===== config.mk =====
export PLATFORM = sky130hd
export DESIGN_NAME = fetch_unit_flat
export DESIGN_NICKNAME = d
export VERILOG_FILES = /design/src/rtl/fetch_unit_pkg.sv /design/src/rtl/fetch_unit_if.sv /design/src/rtl/fetch_queue.sv /design/src/rtl/fetch_unit.sv /design/src/flat_wrapper.sv
export SDC_FILE = /design/constraint.sdc
export NUM_CORES = 1
export LEC_CHECK = 0
export CAP_MARGIN = 10
export CORE_ASPECT_RATIO = 1.4
export CORE_MARGIN = 2
export CORE_UTILIZATION = 59
export CTS_CLUSTER_SIZE = 24
export DETAILED_ROUTE_END_ITERATION = 8
export GPL_TIMING_DRIVEN = 0
export PLACE_DENSITY = 0.94
export SLEW_MARGIN = 25
export SYNTH_ARGS = -nofsm -noshare
export SYNTH_HDL_FRONTEND = slang
export SYNTH_SLANG_ARGS = --single-unit

===== constraint.sdc =====
create_clock -name clk -period 6.1 [get_ports clk]
set_input_delay 1.22 -clock clk [delete_from_list [all_inputs] [get_ports clk]]
set_output_delay 1.22 -clock clk [all_outputs]
set_load 0.005 [all_outputs]

===== src/rtl/fetch_unit_pkg.sv =====
// Shared types and constants for the fetch unit and its instruction queue.
package fetch_unit_pkg;

  localparam logic [14:0] RESET_PC_DEFAULT = 15'h0000;
  localparam int          QDEPTH           = 4;

  typedef enum logic [1:0] {
    ST_BOOT  = 2'd0,
    ST_FETCH = 2'd1,
    ST_HALT  = 2'd2
  } fetch_state_e;

  typedef struct packed {
    logic [15:0] instr;
    logic [14:0] pc;
  } q_entry_t;

  // Decode may only consume what is actually presented to it.
  function automatic logic [1:0] min_take(input logic [1:0] take, input logic [1:0] avail);
    return (take < avail) ? take : avail;
  endfunction

endpackage


===== src/rtl/fetch_unit_if.sv =====
// ROM and decode-side signals of the fetch unit. The master side is the fetch unit.
interface fetch_unit_if;

  logic [13:0] Rom_addr_in;
  logic        pc_1;
  logic        sel_mem_1;
  logic [1:0]  sel_mem_0;
  logic [15:0] IR_0;
  logic [15:0] IR_1;
  logic        branch_valid;
  logic [14:0] branch_target;
  logic        halt_req;
  logic [1:0]  dec_take;
  logic [1:0]  dec_count;
  logic [15:0] dec_instr_0;
  logic [15:0] dec_instr_1;
  logic [14:0] dec_pc_0;

  modport master (
    output Rom_addr_in, pc_1, sel_mem_1, sel_mem_0,
    output dec_count, dec_instr_0, dec_instr_1, dec_pc_0,
    input  IR_0, IR_1, branch_valid, branch_target, halt_req, dec_take
  );

  modport slave (
    input  Rom_addr_in, pc_1, sel_mem_1, sel_mem_0,
    input  dec_count, dec_instr_0, dec_instr_1, dec_pc_0,
    output IR_0, IR_1, branch_valid, branch_target, halt_req, dec_take
  );

endinterface


===== src/rtl/fetch_queue.sv =====
// Circular instruction queue: 2-wide push, 0..2-wide pop, registered head outputs.
module fetch_queue
  import fetch_unit_pkg::*;
#(
  parameter logic [14:0] RESET_PC = RESET_PC_DEFAULT,
  parameter int          DEPTH    = QDEPTH
) (
  input  logic        clk,
  input  logic        rst,
  input  logic        flush,
  input  logic        push,
  input  q_entry_t    push_entry_0,
  input  q_entry_t    push_entry_1,
  input  logic [1:0]  take,
  output logic [2:0]  occupancy,
  output logic [1:0]  dec_count,
  output logic [15:0] dec_instr_0,
  output logic [15:0] dec_instr_1,
  output logic [14:0] dec_pc_0
);

  localparam int PW = $clog2(DEPTH);

  q_entry_t        mem_r [DEPTH];
  q_entry_t        mem_s [DEPTH];
  logic [PW-1:0]   rd_r, wr_r, rd_s, wr_s, wr_p1_s, rd_p1_s;
  logic [2:0]      occ_r, occ_s;
  logic [1:0]      eff_take_s, dcnt_s;
  logic [1:0]      dec_count_r;
  logic [15:0]     dec_instr_0_r, dec_instr_1_r;
  logic [14:0]     dec_pc_0_r;

  // Next queue contents: flush wins, otherwise pop the taken head and append a fetched pair.
  always_comb begin
    mem_s      = mem_r;
    eff_take_s = min_take(take, dec_count_r);
    wr_p1_s    = wr_r + PW'(1);
    rd_s       = rd_r;
    wr_s       = wr_r;
    occ_s      = occ_r;
    if (flush) begin
      rd_s  = PW'(0);
      wr_s  = PW'(0);
      occ_s = 3'd0;
    end else begin
      rd_s  = rd_r + PW'(eff_take_s);
      occ_s = occ_r - {1'b0, eff_take_s};
      if (push) begin
        mem_s[wr_r]    = push_entry_0;
        mem_s[wr_p1_s] = push_entry_1;
        wr_s           = wr_r + PW'(2);
        occ_s          = occ_s + 3'd2;
      end else begin
        wr_s = wr_r;
      end
    end
    rd_p1_s = rd_s + PW'(1);
    if (occ_s >= 3'd2) begin
      dcnt_s = 2'd2;
    end else begin
      dcnt_s = occ_s[1:0];
    end
  end

  // Queue state and registered decode-facing view of the new head.
  always_ff @(posedge clk) begin
    if (rst) begin
      for (int i = 0; i < DEPTH; i++) begin
        mem_r[i] <= '0;
      end
      rd_r          <= PW'(0);
      wr_r          <= PW'(0);
      occ_r         <= 3'd0;
      dec_count_r   <= 2'd0;
      dec_instr_0_r <= 16'h0000;
      dec_instr_1_r <= 16'h0000;
      dec_pc_0_r    <= RESET_PC;
    end else begin
      mem_r         <= mem_s;
      rd_r          <= rd_s;
      wr_r          <= wr_s;
      occ_r         <= occ_s;
      dec_count_r   <= dcnt_s;
      dec_instr_0_r <= (dcnt_s != 2'd0) ? mem_s[rd_s].instr : 16'h0000;
      dec_instr_1_r <= (dcnt_s == 2'd2) ? mem_s[rd_p1_s].instr : 16'h0000;
      dec_pc_0_r    <= (dcnt_s != 2'd0) ? mem_s[rd_s].pc : dec_pc_0_r;
    end
  end

  assign occupancy   = occ_r;
  assign dec_count   = dec_count_r;
  assign dec_instr_0 = dec_instr_0_r;
  assign dec_instr_1 = dec_instr_1_r;
  assign dec_pc_0    = dec_pc_0_r;

endmodule


===== src/rtl/fetch_unit.sv =====
// Fetch unit: boot/fetch/halt FSM, fetch PC, ROM slot selects and the instruction queue.
module fetch_unit
  import fetch_unit_pkg::*;
#(
  parameter logic [14:0] RESET_PC = RESET_PC_DEFAULT,
  parameter int          QDEPTH   = fetch_unit_pkg::QDEPTH
) (
  input logic          clk,
  input logic          rst,
  fetch_unit_if.master bus
);

  fetch_state_e state_r;
  logic [14:0]  pc_r;
  logic [14:0]  pc_p1_s;
  logic [2:0]   occ_s;
  logic         fire_s;
  q_entry_t     entry_0_s, entry_1_s;

  // A fetch needs room for a full pair based on the registered occupancy.
  always_comb begin
    fire_s = 1'b0;
    if ((state_r == ST_FETCH) && !bus.halt_req && !bus.branch_valid && (occ_s <= 3'd2)) begin
      fire_s = 1'b1;
    end else begin
      fire_s = 1'b0;
    end
  end

  assign pc_p1_s   = pc_r + 15'd1;
  assign entry_0_s = '{instr: bus.IR_0, pc: pc_r};
  assign entry_1_s = '{instr: bus.IR_1, pc: pc_p1_s};

  // FSM and fetch PC; reset beats branch, branch beats everything else.
  always_ff @(posedge clk) begin
    if (rst) begin
      state_r <= ST_BOOT;
      pc_r    <= RESET_PC;
    end else if (bus.branch_valid) begin
      state_r <= bus.halt_req ? ST_HALT : ST_FETCH;
      pc_r    <= bus.branch_target;
    end else begin
      case (state_r)
        ST_BOOT:  state_r <= ST_FETCH;
        ST_FETCH: state_r <= bus.halt_req ? ST_HALT : ST_FETCH;
        ST_HALT:  state_r <= bus.halt_req ? ST_HALT : ST_FETCH;
        default:  state_r <= ST_BOOT;
      endcase
      pc_r <= fire_s ? (pc_r + 15'd2) : pc_r;
    end
  end

  // ROM addressing follows the fetch PC register directly.
  assign bus.Rom_addr_in = pc_r[14:1];
  assign bus.pc_1        = pc_r[0];
  assign bus.sel_mem_1   = ~pc_r[0];
  assign bus.sel_mem_0   = pc_r[0] ? 2'd2 : 2'd0;

  fetch_queue #(
    .RESET_PC (RESET_PC),
    .DEPTH    (QDEPTH)
  ) u_queue (
    .clk          (clk),
    .rst          (rst),
    .flush        (bus.branch_valid),
    .push         (fire_s),
    .push_entry_0 (entry_0_s),
    .push_entry_1 (entry_1_s),
    .take         (bus.dec_take),
    .occupancy    (occ_s),
    .dec_count    (bus.dec_count),
    .dec_instr_0  (bus.dec_instr_0),
    .dec_instr_1  (bus.dec_instr_1),
    .dec_pc_0     (bus.dec_pc_0)
  );

endmodule


===== src/flat_wrapper.sv =====
// flat-port wrapper written by rule: the top's interface ports become plain ports
module fetch_unit_flat import fetch_unit_pkg::*;
#(
  parameter logic [14:0] RESET_PC = RESET_PC_DEFAULT,
  parameter int          QDEPTH   = fetch_unit_pkg::QDEPTH
)
  (clk, rst, bus_Rom_addr_in, bus_pc_1, bus_sel_mem_1, bus_sel_mem_0, bus_dec_count, bus_dec_instr_0, bus_dec_instr_1, bus_dec_pc_0, bus_IR_0, bus_IR_1, bus_branch_valid, bus_branch_target, bus_halt_req, bus_dec_take);
  fetch_unit_if bus_i ();
  input logic clk;
  input logic rst;
  output wire logic [$bits(bus_i.Rom_addr_in)-1:0] bus_Rom_addr_in;
  output wire logic [$bits(bus_i.pc_1)-1:0] bus_pc_1;
  output wire logic [$bits(bus_i.sel_mem_1)-1:0] bus_sel_mem_1;
  output wire logic [$bits(bus_i.sel_mem_0)-1:0] bus_sel_mem_0;
  output wire logic [$bits(bus_i.dec_count)-1:0] bus_dec_count;
  output wire logic [$bits(bus_i.dec_instr_0)-1:0] bus_dec_instr_0;
  output wire logic [$bits(bus_i.dec_instr_1)-1:0] bus_dec_instr_1;
  output wire logic [$bits(bus_i.dec_pc_0)-1:0] bus_dec_pc_0;
  input wire logic [$bits(bus_i.IR_0)-1:0] bus_IR_0;
  input wire logic [$bits(bus_i.IR_1)-1:0] bus_IR_1;
  input wire logic [$bits(bus_i.branch_valid)-1:0] bus_branch_valid;
  input wire logic [$bits(bus_i.branch_target)-1:0] bus_branch_target;
  input wire logic [$bits(bus_i.halt_req)-1:0] bus_halt_req;
  input wire logic [$bits(bus_i.dec_take)-1:0] bus_dec_take;
  assign bus_Rom_addr_in = bus_i.Rom_addr_in;
  assign bus_pc_1 = bus_i.pc_1;
  assign bus_sel_mem_1 = bus_i.sel_mem_1;
  assign bus_sel_mem_0 = bus_i.sel_mem_0;
  assign bus_dec_count = bus_i.dec_count;
  assign bus_dec_instr_0 = bus_i.dec_instr_0;
  assign bus_dec_instr_1 = bus_i.dec_instr_1;
  assign bus_dec_pc_0 = bus_i.dec_pc_0;
  assign bus_i.IR_0 = bus_IR_0;
  assign bus_i.IR_1 = bus_IR_1;
  assign bus_i.branch_valid = bus_branch_valid;
  assign bus_i.branch_target = bus_branch_target;
  assign bus_i.halt_req = bus_halt_req;
  assign bus_i.dec_take = bus_dec_take;
  fetch_unit #(.RESET_PC(RESET_PC), .QDEPTH(QDEPTH)) u_core (.clk(clk), .rst(rst), .bus(bus_i));
endmodule

==> metrics.txt, run 1 <==
Detail Route Antenna Nets 0; leading cell type in the layout, fill and taps excluded dfxtp_1; final hold violations 0; Peak VDD IR between 0.2 and 0.25 mV; fraction of the mapped netlist area in compound gates between 20% and 30%; Core ar. 0.0143 sq mm; hold slack around 0.47 ns; share of layout cells above drive strength 1 between 7 and 8%; GR Layer Usage met3 approximately 5.4%; failing checks design-rule violations; final setup vio count 0; EDFF count, synth 0; DRT Pass-1 Iters 9; Worst EP required ~6.4 ns; max_cap viols 0; XOR/XNOR share of the synthesized area 1.29%; Post-Synthesis Net Count approximately 990; via count 8,385; mux cell area share after synthesis around 11%; CTS tree done; ANT cells 0; vias per cell between 6 and 7; Setup Fix Bufs, Post-CTS 0; Cell Area, Synth roughly 0.0086 sq mm; sink count of the clock tree roughly 200; reg2reg start u_core.u_queue.dec_count[1]; GRT busiest layer met2; crit path max fanout 9; # fillers 969; CTS buffer count 17; Adder-Cell Fraction of Synth Area 1.55%; Starting Density about three fifths; DP HPWL roughly 19 mm; Mapped Cells a little over 900; syn avg cell area 9.20 sq um; fin nets around 1,100; Tmin final between 4 and 5 ns; clk slew on worst S/H paths ~0.08 ns; Util after Layout between 70% and 80%; post_cts resized 0; Die W roughly 110 um; gpl congestion a little under 1; P&R area growth vs syn 23.8%; Cell Rows 52; CTS Hold Bufs 0; initial antenna violation count 0; largest family of logic cells by synthesized area compound AO/OA/AOI/OAI gates; met2 usage 61.7%; Worst setup EP type register; Root Buffer clkbuf_16; routed wire length ~28 mm; fmax 0.231 GHz; final slew viol count 0; initial DRC count 780; Remaining Overflow, GRT 0; setup_tns 0 ns; Max Root-Sink Buffers 2; most frequent cells in the layout dfxtp_1, nor2_1, clkdlybuf4s50_1; io pins 120; DIE AREA about 0.016 sq mm; crit path launch bus_dec_take[1]; largest net degree at the start of global routing 24; first-pass GRT wire length about 43 mm; worst hold start u_core.u_queue.mem_r[72]; ys async rst share 0%; CP startpoint kind primary input; slew margin rel. 25.0%; clk_skew 0.0102 ns; status complete, but fails checks; Yosys reg bits 196; Power Dens Cells 291 mW/mm^2; Residual DRC 1; port bufs ~120; met1 Track Usage GR between 30% and 40%; worst slew pin tran roughly 1.1 ns; H-tree depth 4; wire per inst ~22 um; Crit Path Category in2reg; Syn. warnings 0; die height 147 um; Static Leakage 4.48 nW; Arr. time, crit path between 4 and 5 ns; final period utilization between 70% and 80%; dominant synthesized flop cell dfxtp_1; GRT Total Usage 35.8%; Simple-Gate Fraction of Synth Area a little over an eighth; register area share after synthesis 45.8%; Clock Latency Late Sink about 0.45 ns; RSZ-0062 raised after global routing false; post-synthesis cell type count 68; Hold Path Class reg2reg; vias in the first global route 8,284
## power by group
part	switching [mW]	internal (mW)	leakage [nW]
clock	0.606	0.577	0.307
combinational	0.329	0.211	2.58
sequential	0.0347	1.33	1.59
## critical path, stage by stage
cell	delay [ns]
clkdlybuf4s50_1	0.45
ha_1	0.29
nor2_1	0.04
o22a_1	0.21
ha_1	0.21
fa_1	0.39
xor2_1	0.18
a211oi_1	0.57
o21a_1	0.56
nor2_2	0.23
o221a_1	0.30
## worst paths after layout
kind / end / slack, ns / cells past startpoint
max: u_core.u_queue.dec_pc_0[2] / 1.77 / 11
min: u_core.u_queue.mem_r[72] / 0.47 / 2
max reg2reg: u_core.u_queue.dec_pc_0[2] / 2.62 / 11
min reg2reg: u_core.u_queue.mem_r[72] / 0.47 / 2
## synthesized netlist by cell type, types with 7 or more instances
library cell  number  area, sq um
dfxtp_1          196         3920
or3_1              7         43.8
o22ai_1           57          357
o21ai_1            9         45.0
clkbuf_1          46          173
inv_1             19         71.3
a31oi_1            8         50.1
o22a_1            25          219
nor2_1           127          477
o21ai_0           25          125
mux2_1             8         90.1
nor3_1            21          105
o21a_1            18          135
a21oi_1           69          345
and2_1            20          125
a311oi_1          14          123
ha_1               9          113
nand2_1           27          101
a211oi_1           8         60.1
nand3_1           20          100
mux2i_1           76          761
buf_2             18         90.1
## per-layer routing
layer	routed length (um)	part of all wire (%)	vias up
li1	-	-	3661
met1	9340	34	3906
met2	13700	49	647
met3	2710	9.8	171
met4	2130	7.6	0
met5	0	0	-
## cells by family after synthesis
family          count (synthesis)
flops                         196
compound gates                274
other cells                     1
xor+xnor                       11
mux                            90
buf+inv                        98
simple gates                  251
fa+ha+maj                      10
## per-stage QoR
stage | total power [mW] | setup slack [ns] | std cells | area (sq um)
after floorplan | 1.67 | 2.48 | 931 | 8560
after global placement | 1.89 | 1.28 | 1236 | 9960
after detailed placement | 1.90 | 1.21 | 1236 | 9960
after CTS | 3.06 | 1.68 | 1268 | 10600
after global routing | 3.16 | 1.58 | 1268 | 10600
final | 3.09 | 1.77 | 1268 | 10600
## flip-flops by register name (all words and copies together) (netlist names)
| signal | flops |
|---|---|
| u_core.state_r | 2 |
| u_core.u_queue.wr_r | 1 |
| u_core.u_queue.rd_r | 2 |
| u_core.pc_r | 15 |
| u_core.u_queue.dec_count | 2 |
| u_core.u_queue.mem_r | 124 |
| u_core.u_queue.dec_instr_0 | 16 |
| u_core.u_queue.occupancy | 3 |
| u_core.u_queue.dec_instr_1 | 16 |
| u_core.u_queue.dec_pc_0 | 15 |
## layout make-up
class                   instances  area [sq um]  share of cell area, %
multi-input cells             637          4200                   39.6
flip-flops and latches        196          3920                   37.0
repair buffers                116          1160                   11.0
clock buffers                  17           425                   4.01
plain buffers                  78           368                   3.47
well taps                     189           236                   2.23
clock inverters                15           209                   1.97
inverters                      20          75.1                  0.708
(Power assumes the default switching activity.)
==> run 2: changes to the inputs <==
--- a/config.mk
+++ b/config.mk
@@ -8,11 +8,11 @@
 export CAP_MARGIN = 10
 export CORE_ASPECT_RATIO = 1.4
 export CORE_MARGIN = 2
-export CORE_UTILIZATION = 59
+export CORE_UTILIZATION = 49
 export CTS_CLUSTER_SIZE = 24
 export DETAILED_ROUTE_END_ITERATION = 8
 export GPL_TIMING_DRIVEN = 0
-export PLACE_DENSITY = 0.94
+export PLACE_DENSITY = 0.85
 export SLEW_MARGIN = 25
 export SYNTH_ARGS = -nofsm -noshare
 export SYNTH_HDL_FRONTEND = slang
==> constraint.sdc (replaced) <==
create_clock -name clk -period 3.6 [get_ports clk]
set_input_delay 0.72 -clock clk [delete_from_list [all_inputs] [get_ports clk]]
set_output_delay 0.72 -clock clk [all_outputs]
set_load 0.005 [all_outputs]
==> metrics.txt, run 2 (synthesized netlist as in run 1, its figures left out) <==
fmax roughly 0.28 GHz; Cell Rows 57 (+9.6%); io pins 120 (unchanged); ANT cells 0 (unchanged); final non-filler cell total 1,314 (+3.6%); Tmin final ~3.5 ns; Worst setup EP type register; Power Dens Cells 504 mW/mm^2 (+73%); hold slack 0.462 ns (-0.00988 ns); die height 160 um (+9.5%); initial antenna violation count 0 (unchanged); max_cap viols 0 (unchanged); crit path max fanout 8 (-1); Core ar. 0.0173 sq mm (+21%); Max Root-Sink Buffers 2 (unchanged); sink count of the clock tree 196 (unchanged); port bufs 116 (unchanged); CTS buffer count 17 (unchanged); Worst path max stage delay 0.58 ns (about the same); max reg flops 124 (unchanged); Peak VDD IR 0.365 mV (+79%); slew margin rel. 32.0% (+7.0 points); final setup vio count 0 (unchanged); Crit Path Category in2reg; Reg with most FFs u_core.u_queue.mem_r; first-pass GRT wire length 42.7 mm (-0.61%); Detail Route Antenna Nets 0 (unchanged); Die W 116 um (+9.4%); Crit-path slowest cell a2111oi_1; worst slew pin tran 1.02 ns (-0.105 ns); # fillers 1,474 (+52%); status finished, final reports clean; clk_skew 0.00911 ns (-0.00110 ns); most frequent cells in the layout dfxtp_1, nor2_1, clkdlybuf4s50_1; DIE AREA 0.0186 sq mm (+20%); largest net degree at the start of global routing 20 (-17%); clk slew on worst S/H paths 0.07 ns (about the same); final period utilization 98.5%; DP HPWL 19.3 mm (+0.58%); Worst Path Buf+Inv 1 (unchanged); fin nets 1,128 (-0.089%); vias in the first global route 8,014 (-3.3%); Worst EP required 3.89 ns (-2.54 ns); CP startpoint kind primary input; final hold violations 0 (unchanged); initial DRC count 758 (-2.8%); wire per inst 21.1 um (-3.7%); GRT Total Usage 30.1% (-5.8 points); CTS Hold Bufs 0 (unchanged); crit-path most repeated cell ha_1; vias per cell 6.26 (-5.3%); P&R area growth vs syn 25.1%; final slew viol count 0 (unchanged); placed cells 1,283 (+3.8%); Root Buffer clkbuf_16; CTS tree done; Hold Path Class reg2reg; DRT Pass-1 Iters 8 (-1); share of layout cells above drive strength 1 8.72% (+0.75 points); Clock Latency Late Sink 0.44 ns (about the same); worst-path cell chain clkdlybuf4s50_1, ha_1, nor2_1, o22a_1, ha_1, fa_1, xor2_1, and4_1, o21a_2, a2111oi_1, a311oi_1; gpl congestion 0.946 (-3.0%); Static Leakage 4.51 nW (+0.82%); delay-heaviest family, CP compound AO/OA/AOI/OAI gates; leading cell type in the layout, fill and taps excluded dfxtp_1; Residual DRC 0 (-1); via count 8,230 (-1.8%); Arr. time, crit path 3.84 ns (-0.82 ns); routed wire length 27.8 mm (-0.22%); Util after Layout 62.1% (-12 points); H-tree depth 4 (unchanged); Remaining Overflow, GRT 0 (unchanged); Starting Density 49.6% (-10 points)
==> run 2: cell types whose count changed in the layout (fill, tap and decap cells not counted), moves of 2 or more <==
cell       delta
clkbuf_1      -4
clkinv_4      +2
inv_8         -3
clkbuf_2      +5
inv_6         +2
clkbuf_8      +2
bufinv_16     +5
inv_12        -5
clkinv_8      -4
==> run 2: where the power goes <==
part	switching (mW)	total, mW	internal, mW	leakage (nW)
combinational	0.561	0.925	0.364	2.60
sequential	0.0589	2.31	2.25	1.59
clock	0.872	2.16	1.29	0.328
==> run 2: worst register-to-register path, stage by stage, from the launching register on <==
cell	delay [ns]
dfxtp_1	0.36
inv_1	0.06
ha_1	0.27
nor2_1	0.04
o22a_1	0.22
ha_1	0.21
fa_1	0.37
xor2_1	0.18
and4_1	0.29
o21a_2	0.33
a2111oi_1	0.58
a311oi_1	0.17
==> run 2: per-layer routing <==
metal | wire length (um) | global-route usage, % | part of all wire, % | vias to the layer above
met2 | 13100 | 48.8 | 47 | 550
met1 | 10200 | 34.4 | 37 | 3862
met5 | 0 | 0 | 0 | -
li1 | - | - | - | 3649
met3 | 2270 | 6.15 | 8.2 | 169
met4 | 2200 | 22.3 | 7.9 | 0
==> run 2: final timing paths <==
path	startpoint	endpoint	slack [ns]	depth (start not counted)
setup / recovery	bus_dec_take[1]	u_core.u_queue.dec_pc_0[14]	0.06	11
hold / removal	u_core.u_queue.mem_r[74]	u_core.u_queue.mem_r[74]	0.46	2
setup reg to reg	u_core.u_queue.dec_count[1]	u_core.u_queue.dec_pc_0[14]	0.38	11
hold reg to reg	u_core.u_queue.mem_r[74]	u_core.u_queue.mem_r[74]	0.46	2
==> run 2: cell type report <==
cell class | instances | area [sq um] | area share [%]
buffer | 77 | 370 | 3.46
clock buffer | 20 | 457 | 4.26
clock inverter | 12 | 214 | 2.00
inverter | 20 | 75.1 | 0.701
multi-input combinational | 637 | 4220 | 39.4
sequential | 196 | 3920 | 36.6
tap | 236 | 295 | 2.76
timing repair buffer | 116 | 1160 | 10.8
==> run 2: per-stage QoR <==
step / area (sq um) / setup WS, ns / total power, mW / setup TNS [ns]
floorplan: 8560 / 0.480 / 2.82 / 0
global route: 10700 / -0.00150 / 5.54 / -0.00150
global placement: 10000 / -0.748 / 3.22 / -16.22
CTS: 10700 / 0.0509 / 5.36 / 0
detailed placement: 10000 / -0.820 / 3.24 / -18.43
finish: 10700 / 0.0557 / 5.40 / 0
==> run 2: repair_timing <==
item	CTS	global route
cloned	0	0
setup buffers	0	0
setup endpoints to repair	17	37
gates resized for setup	5	12
==> RTL change, RTL diff (flow settings as in run 2) <==
Set the package constant `QDEPTH` to 2 (it was 4).
--- a/src/rtl/fetch_unit_pkg.sv
+++ b/src/rtl/fetch_unit_pkg.sv
@@ -4,3 +4,3 @@
   localparam logic [14:0] RESET_PC_DEFAULT = 15'h0000;
-  localparam int          QDEPTH           = 4;
+  localparam int          QDEPTH           = 2;
 
Formal check against the unedited RTL: not equivalent (a bounded check fails within 4 cycles, from zero or initial values and one cycle with rst high).
==> RTL change against run 2 <==
  * Sequential cell count decreased by 64
  * Wire length decreased by 33%
  * Sequential share of layout area decreased by 3.0 points
  * Critical endpoint is now u_core.u_queue.dec_instr_1[14]$_SDFF_PP0_
  * Count of clock-buffer cells in the layout decreased by 3
  * Design area decreased by 27%
  * Clock skew decreased by 1.0 ps
  * Largest power group is now clock
  * Setup slack improved by 71 ps
  * Register-to-register slack about the same
  * Area after synthesis decreased by 32%
  * Power decreased by 23%
==> RTL change: results (changes against run 2) <==
Layout
  • Layout cells sized above 1: 0.0841 (was 0.0872)
  • Max FFs per register: 62 (was 124)
  • Final net count: 881 (was 1128)
  • Fillcell total: 930 (was 1474)
  • Number of standard cells in the final layout excluding fillers: 979 (was 1314)

Logic synthesis
  • Part of the Yosys area used for sequential elements: 0.457 (was 0.458)
  • Mux share of post-synthesis cell area: 0.0716 (was 0.107)
  • Number of nets produced by synthesis: 742 (was 994)
  • Average instance area after synthesis: 8.51 um^2 (was 9.20 um^2)
  • Most used standard cells in the synthesized netlist: sky130_fd_sc_hd__dfxtp_1, sky130_fd_sc_hd__nand2_1, sky130_fd_sc_hd__nor2_1 (was sky130_fd_sc_hd__dfxtp_1, sky130_fd_sc_hd__nor2_1, sky130_fd_sc_hd__mux2i_1)
  • Cell variety after synth: 59 (was 68)
  • Ranking of synthesized cells by area: sky130_fd_sc_hd__dfxtp_1, sky130_fd_sc_hd__mux2i_1, sky130_fd_sc_hd__nand2_1, sky130_fd_sc_hd__nor2_1, sky130_fd_sc_hd__and3_1 (was sky130_fd_sc_hd__dfxtp_1, sky130_fd_sc_hd__mux2i_1, sky130_fd_sc_hd__nor2_1, sky130_fd_sc_hd__o22ai_1, sky130_fd_sc_hd__a21oi_1)
  • Area fraction in compound gates after synthesis: 0.153 (was 0.217)
  • Adder and majority gate portion of the synthesized area: 0.0208 (was 0.0155)

Placement
  • Final HPWL DP: 13.0 mm (was 19.3 mm)
  • Cell Count Post-Placement: 945 (was 1283)
  • Number of buffers added on ports: 118 (was 116)
  • Weighted congestion at the end of routability-driven global placement: 0.974 (was 0.946)

Worst setup path
  • Maximum fanout encountered on the critical timing path: 10 (was 8)
  • Arrival time of the worst setup path: 3840 ps (about the same)

Global route
  • Global routing usage on met2: 0.495 (was 0.488)
  • All-layer global routing usage: 0.290 (was 0.301)
  • Routing usage on met1: 0.318 (was 0.344)
  • First-pass GRT wire length: 28.3 mm (was 42.7 mm)
  • Largest net degree at the start of global routing: 17 (was 20)
  • Number of global-route vias before repair: 5588 (was 8014)

Clock network
  • CTS Buffer Depth: 2 (unchanged)
  • Later-pin clock latency in the skew report: ~430 ps

STA
  • Clock Skews: 8.11 ps (was 9.11 ps)
  • Slew at the pin closest to its max-slew limit: 821 ps (was 1020 ps)

Pwr
  • Highest ir drop seen on vdd: 0.353 mV (was 0.365 mV)
  • Leakage power figure: 3.06 nW (was 4.51 nW)

Drt
  • Number of vias per cell: 5.86 (was 6.26)
  • Number of detailed-route iterations in the first pass: 5 (was 8)
  • DR iter-0 viols: 583 (was 758)
  • Amount of wire on met3 after detailed routing: 1.55 mm (was 2.27 mm)
  • Met2 wire len: 9.19 mm (was 13.1 mm)
  • Wire length per cell: 19.0 um (was 21.1 um)

Status
  • Status: completed (unchanged)
-- RTL change: changes by cell type in the layout (fill, tap and decap cells not counted), sizes merged, moves of 12 or more --
cell,change
nand2,+67
nor2,-60
a311oi,-12
and2,-12
and3,+36
o21ai,-17
o22a,-23
o21a,-16
a21oi,-28
dfxtp,-64
o22ai,-53
mux2i,-38
a211oi,+13
-- RTL change: power breakdown --
part	switching [mW]	internal, mW	total, mW
combinational	0.436	0.333	0.770
clock	0.791	1.00	1.79
sequential	0.0477	1.54	1.58
total	1.27	2.87	4.15
-- RTL change: through the flow --
stage	utilization	hold slack, ps	area [um^2]	setup WS, ps
3_5_place_dp	0.612	444	7160	-915
3_3_place_gp	0.611	439	7150	-1040
2_1_floorplan	-	432	5790	368
6_report	0.672	457	7870	126
5_1_grt	0.672	477	7870	7.21
4_1_cts	0.666	453	7790	14.9
-- RTL change: path summary, 6_finish.rpt --
kind	startpoint	to	slack (ps)	cells past startpoint
setup / recovery	bus_dec_take[1]	u_core.u_queue.dec_instr_1[14]$_SDFF_PP0_	130	11
hold / removal	u_core.u_queue.mem_r[35]$_SDFF_PP0_	u_core.u_queue.mem_r[35]$_SDFF_PP0_	460	2
setup reg to reg	u_core.u_queue.dec_count[1]$_SDFF_PP0_	u_core.u_queue.dec_instr_1[14]$_SDFF_PP0_	380	11
hold reg to reg	u_core.u_queue.mem_r[35]$_SDFF_PP0_	u_core.u_queue.mem_r[35]$_SDFF_PP0_	460	2
-- RTL change: repair_timing --
| action | CTS | global route |
|---|---|---|
| resized for setup | 11 | 18 |
| pin swaps | 0 | 4 |
| setup endpoints to repair | 41 | 31 |
| hold endpoints to repair | 0 | 0 |
| buffers inserted | 0 | 2 |
-- RTL change: worst max-delay path, stage by stage --
cell and delay (ps):
sky130_fd_sc_hd__clkdlybuf4s50_1 450, sky130_fd_sc_hd__ha_2 340, sky130_fd_sc_hd__o21ba_2 160, sky130_fd_sc_hd__nor2_4 60, sky130_fd_sc_hd__ha_1 220, sky130_fd_sc_hd__fa_1 400, sky130_fd_sc_hd__xor2_1 200, sky130_fd_sc_hd__and4_4 260
sky130_fd_sc_hd__nor4_4 480, sky130_fd_sc_hd__clkbuf_2 340, sky130_fd_sc_hd__and3_1 200
-- RTL change: final cells by class --
type                       instances  area, um^2  share of cell area
multi-input combinational        475        2930               0.373
sequential                       132        2640               0.336
timing repair buffer             120        1200               0.152
clock buffer                      17         425              0.0541
buffer                            57         246              0.0313
tap                              147         184              0.0234
clock inverter                    15         179              0.0227
inverter                          16        60.1             0.00763
